<file path="src/rtl/tx_frame_scheduler_if.sv">
// ----------------------------------------------------------------------------
// tx_frame_scheduler_if
//
// Bundles the two frame-source handshakes and the MAC TX client handshake
// that the scheduler sits between (all in the tx_clk domain).
//
// Signals:
//   srcN_req   source -> scheduler   level request, held until the frame ends
//   srcN_gnt   scheduler -> source   registered grant, at most one high
//   srcN_data  source -> scheduler   source byte
//   srcN_dvld  source -> scheduler   source data valid
//   srcN_ack   scheduler -> source   mac_tx_ack gated by the source's grant
//   mac_tx_*   scheduler <-> MAC     muxed byte/valid out, first-byte ack in
//
// Modports:
//   master  the scheduler side
//   slave   the sources + MAC side
// ----------------------------------------------------------------------------
interface tx_frame_scheduler_if;

    logic       src0_req;
    logic       src0_gnt;
    logic [7:0] src0_data;
    logic       src0_dvld;
    logic       src0_ack;

    logic       src1_req;
    logic       src1_gnt;
    logic [7:0] src1_data;
    logic       src1_dvld;
    logic       src1_ack;

    logic [7:0] mac_tx_data;
    logic       mac_tx_dvld;
    logic       mac_tx_ack;

    modport master (
        input  src0_req, src0_data, src0_dvld,
        input  src1_req, src1_data, src1_dvld,
        input  mac_tx_ack,
        output src0_gnt, src0_ack,
        output src1_gnt, src1_ack,
        output mac_tx_data, mac_tx_dvld
    );

    modport slave (
        output src0_req, src0_data, src0_dvld,
        output src1_req, src1_data, src1_dvld,
        output mac_tx_ack,
        input  src0_gnt, src0_ack,
        input  src1_gnt, src1_ack,
        input  mac_tx_data, mac_tx_dvld
    );

endinterface

</file>
<file path="src/rtl/tx_frame_scheduler.sv">
// ----------------------------------------------------------------------------
// tx_frame_scheduler
//
// Shares the single MAC TX client port between the probe-frame generator
// (src0) and a control-frame source (src1). Issues periodic probe triggers,
// arbitrates the MAC port round-robin, enforces an inter-frame gap, applies
// MAC TX configuration only between frames and counts completed frames.
//
// Ports:
//   tx_clk             TX clock, rising edge
//   reset_n            asynchronous active-low reset
//   sched_en           enables probe triggers and new grants
//   probe_period       trigger interval in cycles, 0 disables triggers
//   cfg_jumbo_en       requested jumbo setting
//   cfg_no_gen_crc     requested no-CRC-generation setting
//   probe_trig         one-cycle probe request pulse to src0
//   conf_tx_en         MAC TX enable
//   conf_tx_jumbo_en   MAC jumbo enable
//   conf_tx_no_gen_crc MAC CRC-generation disable
//   probe_frames       completed src0 frames (wrapping)
//   ctrl_frames        completed src1 frames (wrapping)
//   bus                source / MAC handshakes (master side)
//
// IFG_CYCLES and GRANT_TIMEOUT are expected to be at least 1.
// ----------------------------------------------------------------------------
module tx_frame_scheduler #(
    parameter int unsigned IFG_CYCLES    = 12,
    parameter int unsigned GRANT_TIMEOUT = 64,
    parameter int unsigned PERIOD_W      = 24
) (
    input  logic                tx_clk,
    input  logic                reset_n,
    input  logic                sched_en,
    input  logic [PERIOD_W-1:0] probe_period,
    input  logic                cfg_jumbo_en,
    input  logic                cfg_no_gen_crc,
    output logic                probe_trig,
    output logic                conf_tx_en,
    output logic                conf_tx_jumbo_en,
    output logic                conf_tx_no_gen_crc,
    output logic [15:0]         probe_frames,
    output logic [15:0]         ctrl_frames,
    tx_frame_scheduler_if.master bus
);

    // One shared cycle counter serves both the grant timeout and the IFG.
    localparam int unsigned CycMax = (IFG_CYCLES > GRANT_TIMEOUT) ? IFG_CYCLES : GRANT_TIMEOUT;
    localparam int unsigned CycW   = $clog2(CycMax + 1);

    typedef enum logic [2:0] {
        StIdle,
        StGrant,
        StWaitAck,
        StXfer,
        StIfg
    } state_e;

    state_e              state_q, state_d;
    logic                gnt0_q, gnt0_d;
    logic                gnt1_q, gnt1_d;
    logic                rr_q, rr_d;       // 1: src1 wins the next tie
    logic [CycW-1:0]     cyc_q, cyc_d;
    logic [15:0]         probe_frames_q, probe_frames_d;
    logic [15:0]         ctrl_frames_q, ctrl_frames_d;
    logic                conf_en_q, conf_en_d;
    logic                conf_jumbo_q, conf_jumbo_d;
    logic                conf_nocrc_q, conf_nocrc_d;
    logic [PERIOD_W-1:0] period_cnt_q, period_cnt_d;
    logic                probe_trig_q, probe_trig_d;

    logic                sel_dvld;
    logic                pick1;

    // ------------------------------------------------------------------
    // Probe trigger
    // ------------------------------------------------------------------
    always_comb begin
        period_cnt_d = '0;
        probe_trig_d = 1'b0;
        if (sched_en && (probe_period != '0)) begin
            // >= rather than == so a lowered period fires on the next cycle
            if (period_cnt_q >= (probe_period - PERIOD_W'(1))) begin
                probe_trig_d = 1'b1;
            end else begin
                period_cnt_d = period_cnt_q + PERIOD_W'(1);
            end
        end
    end

    // ------------------------------------------------------------------
    // Output mux: zero latency from the registered grant
    // ------------------------------------------------------------------
    always_comb begin
        bus.mac_tx_data = 8'h00;
        sel_dvld        = 1'b0;
        if (gnt0_q) begin
            bus.mac_tx_data = bus.src0_data;
            sel_dvld        = bus.src0_dvld;
        end else if (gnt1_q) begin
            bus.mac_tx_data = bus.src1_data;
            sel_dvld        = bus.src1_dvld;
        end
    end

    assign bus.mac_tx_dvld = sel_dvld;
    assign bus.src0_gnt    = gnt0_q;
    assign bus.src1_gnt    = gnt1_q;
    assign bus.src0_ack    = bus.mac_tx_ack & gnt0_q;
    assign bus.src1_ack    = bus.mac_tx_ack & gnt1_q;

    // src1 wins if it is the only requester, or on a tie when it holds priority
    assign pick1 = bus.src1_req && (!bus.src0_req || rr_q);

    // ------------------------------------------------------------------
    // Arbitration / frame FSM
    // ------------------------------------------------------------------
    always_comb begin
        state_d        = state_q;
        gnt0_d         = gnt0_q;
        gnt1_d         = gnt1_q;
        rr_d           = rr_q;
        cyc_d          = cyc_q;
        probe_frames_d = probe_frames_q;
        ctrl_frames_d  = ctrl_frames_q;
        conf_en_d      = conf_en_q;
        conf_jumbo_d   = conf_jumbo_q;
        conf_nocrc_d   = conf_nocrc_q;

        case (state_q)
            StIdle: begin
                conf_en_d    = sched_en;
                conf_jumbo_d = cfg_jumbo_en;
                conf_nocrc_d = cfg_no_gen_crc;
                if (sched_en && (bus.src0_req || bus.src1_req)) begin
                    gnt0_d  = !pick1;
                    gnt1_d  = pick1;
                    rr_d    = !pick1;
                    cyc_d   = '0;
                    state_d = StGrant;
                end
            end
            StGrant: begin
                if (sel_dvld) begin
                    state_d = StWaitAck;
                end else if (cyc_q == CycW'(GRANT_TIMEOUT - 1)) begin
                    gnt0_d  = 1'b0;
                    gnt1_d  = 1'b0;
                    cyc_d   = '0;
                    state_d = StIfg;
                end else begin
                    cyc_d = cyc_q + CycW'(1);
                end
            end
            StWaitAck: begin
                // valid dropping before the MAC took the first byte is an abort
                if (!sel_dvld) begin
                    gnt0_d  = 1'b0;
                    gnt1_d  = 1'b0;
                    cyc_d   = '0;
                    state_d = StIfg;
                end else if (bus.mac_tx_ack) begin
                    state_d = StXfer;
                end
            end
            StXfer: begin
                if (!sel_dvld) begin
                    if (gnt0_q) begin
                        probe_frames_d = probe_frames_q + 16'd1;
                    end else begin
                        ctrl_frames_d = ctrl_frames_q + 16'd1;
                    end
                    gnt0_d  = 1'b0;
                    gnt1_d  = 1'b0;
                    cyc_d   = '0;
                    state_d = StIfg;
                end
            end
            StIfg: begin
                if (cyc_q == CycW'(IFG_CYCLES - 1)) begin
                    cyc_d   = '0;
                    state_d = StIdle;
                end else begin
                    cyc_d = cyc_q + CycW'(1);
                end
            end
            default: begin
                gnt0_d  = 1'b0;
                gnt1_d  = 1'b0;
                cyc_d   = '0;
                state_d = StIdle;
            end
        endcase
    end

    always_ff @(posedge tx_clk or negedge reset_n) begin
        if (!reset_n) begin
            state_q        <= StIdle;
            gnt0_q         <= 1'b0;
            gnt1_q         <= 1'b0;
            rr_q           <= 1'b0;
            cyc_q          <= '0;
            probe_frames_q <= '0;
            ctrl_frames_q  <= '0;
            conf_en_q      <= 1'b0;
            conf_jumbo_q   <= 1'b0;
            conf_nocrc_q   <= 1'b0;
            period_cnt_q   <= '0;
            probe_trig_q   <= 1'b0;
        end else begin
            state_q        <= state_d;
            gnt0_q         <= gnt0_d;
            gnt1_q         <= gnt1_d;
            rr_q           <= rr_d;
            cyc_q          <= cyc_d;
            probe_frames_q <= probe_frames_d;
            ctrl_frames_q  <= ctrl_frames_d;
            conf_en_q      <= conf_en_d;
            conf_jumbo_q   <= conf_jumbo_d;
            conf_nocrc_q   <= conf_nocrc_d;
            period_cnt_q   <= period_cnt_d;
            probe_trig_q   <= probe_trig_d;
        end
    end

    assign probe_trig         = probe_trig_q;
    assign conf_tx_en         = conf_en_q;
    assign conf_tx_jumbo_en   = conf_jumbo_q;
    assign conf_tx_no_gen_crc = conf_nocrc_q;
    assign probe_frames       = probe_frames_q;
    assign ctrl_frames        = ctrl_frames_q;

endmodule
</file>
<file path="src/flat_wrapper.sv">
// flat-port wrapper written by rule: the top's interface ports become plain ports
module tx_frame_scheduler_flat 
#(
    parameter int unsigned IFG_CYCLES    = 12,
    parameter int unsigned GRANT_TIMEOUT = 64,
    parameter int unsigned PERIOD_W      = 24
)
  (tx_clk, reset_n, sched_en, probe_period, cfg_jumbo_en, cfg_no_gen_crc, probe_trig, conf_tx_en, conf_tx_jumbo_en, conf_tx_no_gen_crc, probe_frames, ctrl_frames, bus_src0_req, bus_src0_data, bus_src0_dvld, bus_src1_req, bus_src1_data, bus_src1_dvld, bus_mac_tx_ack, bus_src0_gnt, bus_src0_ack, bus_src1_gnt, bus_src1_ack, bus_mac_tx_data, bus_mac_tx_dvld);
  tx_frame_scheduler_if bus_i ();
  input  logic tx_clk;
  input  logic reset_n;
  input  logic sched_en;
  input  logic [PERIOD_W-1:0] probe_period;
  input  logic cfg_jumbo_en;
  input  logic cfg_no_gen_crc;
  output logic probe_trig;
  output logic conf_tx_en;
  output logic conf_tx_jumbo_en;
  output logic conf_tx_no_gen_crc;
  output logic [15:0] probe_frames;
  output logic [15:0] ctrl_frames;
  input wire logic [$bits(bus_i.src0_req)-1:0] bus_src0_req;
  input wire logic [$bits(bus_i.src0_data)-1:0] bus_src0_data;
  input wire logic [$bits(bus_i.src0_dvld)-1:0] bus_src0_dvld;
  input wire logic [$bits(bus_i.src1_req)-1:0] bus_src1_req;
  input wire logic [$bits(bus_i.src1_data)-1:0] bus_src1_data;
  input wire logic [$bits(bus_i.src1_dvld)-1:0] bus_src1_dvld;
  input wire logic [$bits(bus_i.mac_tx_ack)-1:0] bus_mac_tx_ack;
  output wire logic [$bits(bus_i.src0_gnt)-1:0] bus_src0_gnt;
  output wire logic [$bits(bus_i.src0_ack)-1:0] bus_src0_ack;
  output wire logic [$bits(bus_i.src1_gnt)-1:0] bus_src1_gnt;
  output wire logic [$bits(bus_i.src1_ack)-1:0] bus_src1_ack;
  output wire logic [$bits(bus_i.mac_tx_data)-1:0] bus_mac_tx_data;
  output wire logic [$bits(bus_i.mac_tx_dvld)-1:0] bus_mac_tx_dvld;
  assign bus_i.src0_req = bus_src0_req;
  assign bus_i.src0_data = bus_src0_data;
  assign bus_i.src0_dvld = bus_src0_dvld;
  assign bus_i.src1_req = bus_src1_req;
  assign bus_i.src1_data = bus_src1_data;
  assign bus_i.src1_dvld = bus_src1_dvld;
  assign bus_i.mac_tx_ack = bus_mac_tx_ack;
  assign bus_src0_gnt = bus_i.src0_gnt;
  assign bus_src0_ack = bus_i.src0_ack;
  assign bus_src1_gnt = bus_i.src1_gnt;
  assign bus_src1_ack = bus_i.src1_ack;
  assign bus_mac_tx_data = bus_i.mac_tx_data;
  assign bus_mac_tx_dvld = bus_i.mac_tx_dvld;
  tx_frame_scheduler #(.IFG_CYCLES(IFG_CYCLES), .GRANT_TIMEOUT(GRANT_TIMEOUT), .PERIOD_W(PERIOD_W)) u_core (.tx_clk(tx_clk), .reset_n(reset_n), .sched_en(sched_en), .probe_period(probe_period), .cfg_jumbo_en(cfg_jumbo_en), .cfg_no_gen_crc(cfg_no_gen_crc), .probe_trig(probe_trig), .conf_tx_en(conf_tx_en), .conf_tx_jumbo_en(conf_tx_jumbo_en), .conf_tx_no_gen_crc(conf_tx_no_gen_crc), .probe_frames(probe_frames), .ctrl_frames(ctrl_frames), .bus(bus_i));
endmodule
</file>
<file path="config.mk">
export PLATFORM = sky130hd
export DESIGN_NAME = tx_frame_scheduler_flat
export DESIGN_NICKNAME = d
export VERILOG_FILES = /design/src/rtl/tx_frame_scheduler_if.sv /design/src/rtl/tx_frame_scheduler.sv /design/src/flat_wrapper.sv
export SDC_FILE = /design/constraint.sdc
export NUM_CORES = 1
export LEC_CHECK = 0
export ABC_AREA = 1
export CORE_MARGIN = 2
export CORE_UTILIZATION = 45
export CTS_CLUSTER_DIAMETER = 50
export CTS_CLUSTER_SIZE = 12
export DETAILED_ROUTE_END_ITERATION = 8
export PLACE_DENSITY = 0.7
export SYNTH_ARGS = -nofsm -noshare
export SYNTH_HDL_FRONTEND = slang
export SYNTH_SLANG_ARGS = --single-unit
</file>
<file path="constraint.sdc">
create_clock -name tx_clk -period 2.2 [get_ports tx_clk]
set_input_delay 0.22 -clock tx_clk [delete_from_list [all_inputs] [get_ports tx_clk]]
set_output_delay 0.22 -clock tx_clk [all_outputs]
set_load 0.01 [all_outputs]
</file>
==> flow_metrics.tcl, run 1 <==
set metrics [dict create \
    outcome "finished with violations" \
    violations "negative setup slack" \
    gr-total-overflow 0 \
    grt_first_pass_wirelength_mm 24.8 \
    die_h_um 113 \
    timing.hold.ws_ns 0.415 \
    skew_ns 0.00460 \
    routed_wl_mm 15.4 \
    syn_to_final_growth_pct 48.2 \
    cts_buffer_depth 2 \
    r2r_end "u_core.period_cnt_q[9]" \
    power_density_nw_per_um2 440 \
    num_rows 39 \
    cpMaxStageDelayCell "ha_4" \
    required_ns 2.46 \
    grt_max_degree 51 \
    ys_seq_area_share_pct 34.3 \
    layout-drive-gt1-share_pct 23.3 \
    yosysWarnings 0 \
    syn_area_um2 5330 \
    wire_per_inst_um 14.0 \
    numCtsBuffers 9 \
    synth_top_area_share_pct 34.3 \
    die_x_um 113 \
    num_vias 5658 \
    diodes 0 \
    rsz0062_at_grt "true" \
    critical_path_class "input pin to register" \
    synth-async-reset-ratio_pct 100 \
    power.total_mw 3.47 \
    coreArea_um2 11500 \
    place_ws_ns -0.635 \
    ys_top_cells_by_area "dfrtp_1 (34%), nand2_1 (16%), nor2_1 (8.5%)" \
    maxSlewHeadroom_pct 61.5 \
    port_buffers 98 \
    slowest_delay_ns 0.28 \
    report.final.slew_viol_count 0 \
    placed_cells 1060 \
    rrSetupSlack_ns 0.31 \
    routabilityCongestion 0.895 \
    synth_top_cell_by_area "dfrtp_1" \
    start_util_pct 46.5 \
    grt.total_usage_pct 23.5 \
    cp-start-kind "input pin" \
    max_freq_mhz 453 \
    hold_viol 0 \
    clkLatencyLatePin_ns 0.33 \
    synth_most_common_cell "nand2_1" \
    clkSlewWorstSetupHoldPaths_ns 0.06 \
    crit_family "buffers and inverters" \
    yosys-top-cells-count "nand2_1 (232), nor2_1 (120), inv_1 (90), dfrtp_1 (73), nand3_1 (61)" \
    period_share_pct 100 \
    vdd_drop_max_v 0.000360 \
    p_leak_nw 3.73 \
    critPathMaxFanout 3 \
    route.detailed.drc 0 \
    grt_pass1_vias 5550 \
    synth_flop_cell "dfrtp_1" \
    endpoint_kind "register" \
    setup_slack_ns -0.00789 \
    cpMostUsedCell "buf_4" \
    die-area_um2 12700 \
    setup_viol 5 \
    synthCells 771 \
    htree_levels 3 \
    worstMarginPinSlew_ns 0.573 \
    finalInstanceArea_um2 7900 \
    fin_crit_ns 2.21 \
    num-nets-final 1034 \
    dr.pass1.iters 5 \
    cts_sinks 73 \
    io_pins 99 \
    ant_nets 0 \
    syn_avg_cell_area_um2 6.91 \
    antenna_found_initial 0 \
    critPathBufInv 8 \
    dpl.hpwl_mm 10.7 \
    reg2reg_depth 9 \
    place_area_um2 6920 \
    fill_cells 871 \
    max_cap_violations 0 \
    synth_cell_types 35 \
    drt_iter0_markers 351 \
    synth_nets 851 \
    via_per_inst 5.14 \
    cts_tree "done" \
    synth_edf_count 0 \
    root_buffer "clkbuf_16" \
    ys_seq_elements 73 \
    final_cells 1101 \
    crit_path_cell_trace "buf_4, nor2_4, nand2_2, buf_6, nor2_4, buf_4, nand3_1, xnor2_1, inv_1, ha_4, nand2_2, nor2_2, nand3_2, inv_2, a21oi_4, buf_4, buf_4, buf_4, a21oi_2" \
    hp-class "input pin to asynchronous set/reset pin" \
    arrival_ns 2.46 \
    r2r-start "u_core.period_cnt_q[15]" \
]
[cells by family after synthesis]
kind of cell | count (synthesis) | share of synthesized area (%)
simple gates | 475 | 37.8
buf+inv | 101 | 7.61
flops | 73 | 34.3
xor+xnor | 51 | 8.38
compound gates | 41 | 4.91
fa+ha+maj | 30 | 7.04
[flip-flops by register name, indices dropped and copies added, names as in the netlist, 3 cells and up]
name                 flops
u_core.cyc_q             7
u_core.probe_frames     16
u_core.period_cnt_q     24
u_core.state_q           3
u_core.ctrl_frames      16
[how the worst max path moves through the flow]
stage	from	endpoint	slack (ns)	cells after the start
2_1_floorplan	probe_period[0]	u_core.period_cnt_q[19]	0.02	18
6_report	probe_period[8]	u_core.probe_trig	-0.008	19
4_1_cts	probe_period[0]	u_core.period_cnt_q[5]	-0.01	18
3_5_place_dp	probe_period[1]	u_core.period_cnt_q[8]	-0.64	16
3_3_place_gp	probe_period[7]	u_core.period_cnt_q[20]	-0.53	18
5_1_grt	probe_period[1]	u_core.period_cnt_q[8]	-0.12	17
[power breakdown]
part / internal, mW / switching, mW
clock network: 1.13 / 0.574
registers: 1.35 / 0.00929
logic: 0.212 / 0.198
[cell type report]
class / count / area [um^2] / area share, %
Sequential cell: 73 / 1830 / 23.1
Inverter: 92 / 352 / 4.45
Clock inverter: 5 / 104 / 1.31
Multi-Input combinational cell: 597 / 3550 / 45.0
Timing Repair Buffer: 181 / 1650 / 20.8
Clock buffer: 10 / 239 / 3.03
Tap cell: 143 / 179 / 2.26
[stage by stage]
stage               setup TNS (ns)  utilization, %
floorplan                        0               -
global placement            -13.20            60.3
detailed placement          -15.28            60.3
CTS                        -0.0185            66.2
global route                 -1.75            68.9
finish                     -0.0172            68.9
[routing by layer]
metal,track usage (%),vias to the layer above,routed length (um)
met5,0,-,0
met4,6.99,0,241
met3,4.82,29,827
met2,42.1,152,8010
met1,28.6,2656,6330
li1,-,2821,-
[placed cells by master (no fill, tap or decap), drive strengths merged]
cell           instances
clkinv                 2
a21boi                 2
and2                   1
inv                   91
a21oi                  9
nand2                236
dlygate4sd2            1
a31oi                  1
dlygate4sd3            1
buf                   95
dlymetal6s2s           1
o31ai                  1
nand4                 25
a22o                   8
clkinvlp               1
clkdlybuf4s15          3
bufinv                 3
xnor2                 22
nor3                  18
o21bai                 4
nand3                 61
or2                    4
nor4                   1
o21ai                 13
dfrtp                 73
nor2                 127
xor2                  29
nand3b                 2
clkbuf                16
a21o                   3
clkdlybuf4s50         74
ha                    30
[repair_timing]
| action | in CTS | in global routing |
|---|---|---|
| hold endpoints to repair | 23 | 0 |
| endpoints found under the setup margin | 25 | 26 |
| setup buffers | 15 | 9 |
| hold buffers | 1 | 0 |
| cloned | 2 | 0 |
| resized for setup | 106 | 109 |
| pin swaps | 45 | 63 |
(Power assumes the default switching activity.)
==> inputs of run 2 (changes only) <==
Settings changed: HOLD_SLACK_MARGIN set to 0.12.
==> results of run 2 <==
Same layout as run 1: the final DEF is identical, and so are final timing and power.
==> inputs of run 3 (changes only) <==
Settings changed: CORE_MARGIN 2 to 4, REMOVE_ABC_BUFFERS set to 1.
==> flow_metrics.tcl, run 3 (synthesis gave the netlist of run 1 again) <==
set metrics [dict create \
    grt_pass1_vias 5631 \
    finalInstanceArea_um2 8120 \
    grt_first_pass_wirelength_mm 25.9 \
    fill_cells 850 \
    critPathMaxFanout 6 \
    via_per_inst 5.31 \
    coreArea_um2 11500 \
    rsz0062_at_grt "true" \
    cts_sinks 73 \
    gr-total-overflow 0 \
    setup_viol 23 \
    power_density_nw_per_um2 401 \
    place_area_um2 6900 \
    utilization_pct 70.5 \
    required_ns 2.46 \
    wire_per_inst_um 15.0 \
    clkPwrFrac_pct 44.6 \
    final_common_cell "nand2_1" \
    final_cells 1114 \
    reg2reg_depth 12 \
    report.final.slew_viol_count 0 \
    violations "negative setup slack" \
    die_x_um 117 \
    final_cell_mix "nand2_1 (212), inv_1 (85), buf_4 (77)" \
    period_share_pct 103 \
    drt_iter0_markers 474 \
    port_buffers 98 \
    htree_levels 3 \
    clkLatencyLatePin_ns 0.33 \
    syn_to_final_growth_pct 52.3 \
    routabilityCongestion 0.875 \
    regMostFlops "u_core.period_cnt_q" \
    skew_ns 0.00333 \
    worstMarginPinSlew_ns 0.496 \
    p_comb_share_pct 13.7 \
    sw_frac_of_total_pct 23.7 \
    hp-class "input pin to asynchronous set/reset pin" \
    diodes 0 \
    clkSlewWorstSetupHoldPaths_ns 0.06 \
    maxSlewHeadroom_pct 66.7 \
    r2r-start "u_core.period_cnt_q[11]" \
    p_leak_nw 3.82 \
    dpl.hpwl_mm 10.8 \
    io_pins 99 \
    cts_buffer_depth 2 \
    critical_path_class "input pin to register" \
    crit_path_cell_trace "buf_8, inv_6, ha_4, nand2_4, nor2_4, buf_4, buf_4, nand2_1, nand2_1, o31ai_2, inv_1, ha_1, nand2_1, inv_1, nand2_1, nand2_1, nand2_1, nand2_1, a21oi_2, nand2_2, buf_6, buf_12, nor2_4" \
    routed_wl_mm 16.7 \
    rrSetupSlack_ns 0.27 \
    critPathLaunch "probe_period[1]" \
    switchingPower_uw 773 \
    largest_reg_flops 24 \
    hold_viol 0 \
    power.total_mw 3.26 \
    layout-drive-gt1-share_pct 24.8 \
    vdd_drop_max_v 0.000382 \
    timing.hold.ws_ns 0.358 \
    grt.total_usage_pct 23.5 \
    outcome "finished with violations" \
    max_freq_mhz 443 \
    max_cap_violations 0 \
    ant_nets 0 \
    place_ws_ns -0.750 \
    dr.pass1.iters 5 \
    internal_power_mw 2.48 \
    die_h_um 117 \
    r2r_end "u_core.period_cnt_q[17]" \
    seqPwrFrac_pct 41.7 \
    arrival_ns 2.52 \
    cpMostUsedCell "nand2_1" \
    num-nets-final 1047 \
    endpoint_kind "register" \
    placed_cells 1060 \
    cp-start-kind "input pin" \
    cts_tree "done" \
    fin_setup_tns_ns -0.465 \
    antenna_found_initial 0 \
    grt_max_degree 45 \
    endpoint "u_core.period_cnt_q[17]" \
    fin_crit_ns 2.26 \
    die-area_um2 13700 \
    root_buffer "clkbuf_16" \
    num_vias 5912 \
    cpMaxStageDelayCell "ha_1" \
    setup_slack_ns -0.0586 \
    slowest_delay_ns 0.31 \
    route.detailed.drc 0 \
    numCtsBuffers 9 \
    num_rows 39 \
    start_util_pct 46.3 \
]
run 3: layer usage:
metal,up-vias,share of wire (%),track usage (%)
met1,2853,41,29.9
met4,0,1.9,6.12
met3,37,3.9,3.65
li1,2853,-,-
met5,-,0,0
met2,169,53,41.6
run 3: power groups by stage:
| stage | Clock [mW] | Sequential (mW) | Combinational [mW] |
|---|---|---|---|
| 2_1_floorplan | 0 | 1.38 | 0.110 |
| 3_3_place_gp | 0 | 1.38 | 0.339 |
| 3_5_place_dp | 0 | 1.38 | 0.349 |
| 4_1_cts | 1.48 | 1.36 | 0.395 |
| 5_1_grt | 1.55 | 1.36 | 0.486 |
| 6_report | 1.45 | 1.36 | 0.446 |
run 3: timing repair:
item / 4_1_cts / 5_1_grt
setup buffers: 37 / 1
endpoints found under the hold margin: 29 / 0
resized for setup: 154 / 85
gates cloned: 3 / 3
pin swaps: 46 / 41
hold buffers: 1 / 0
endpoints found under the setup margin: 25 / 25
run 3: layout make-up:
cell class	count	area (um^2)	area share, %
Multi-Input combinational cell	597	3630	44.7
Sequential cell	73	1830	22.5
Clock inverter	5	56.3	0.693
Timing Repair Buffer	194	1830	22.5
Clock buffer	10	239	2.94
Tap cell	143	179	2.20
Inverter	92	363	4.47
run 3: critical path: cells and delay by family:
kind / cells / cell delay [ns]
compound gates: 2 / 0.23
fa+ha+maj: 2 / 0.48
buf+inv: 8 / 0.79
simple gates: 11 / 0.79
run 3: how the worst min path moves through the flow:
stage | from | cells after the start | slack, ns | endpoint
after floorplan | reset_n | 0 | -0.08 | u_core.bus.src0_gnt
after global placement | reset_n | 1 | 0.17 | u_core.period_cnt_q[23]
after detailed placement | reset_n | 1 | 0.18 | u_core.period_cnt_q[23]
after CTS | reset_n | 2 | 0.37 | u_core.period_cnt_q[23]
after global routing | reset_n | 2 | 0.42 | u_core.period_cnt_q[23]
final | reset_n | 2 | 0.36 | u_core.period_cnt_q[23]
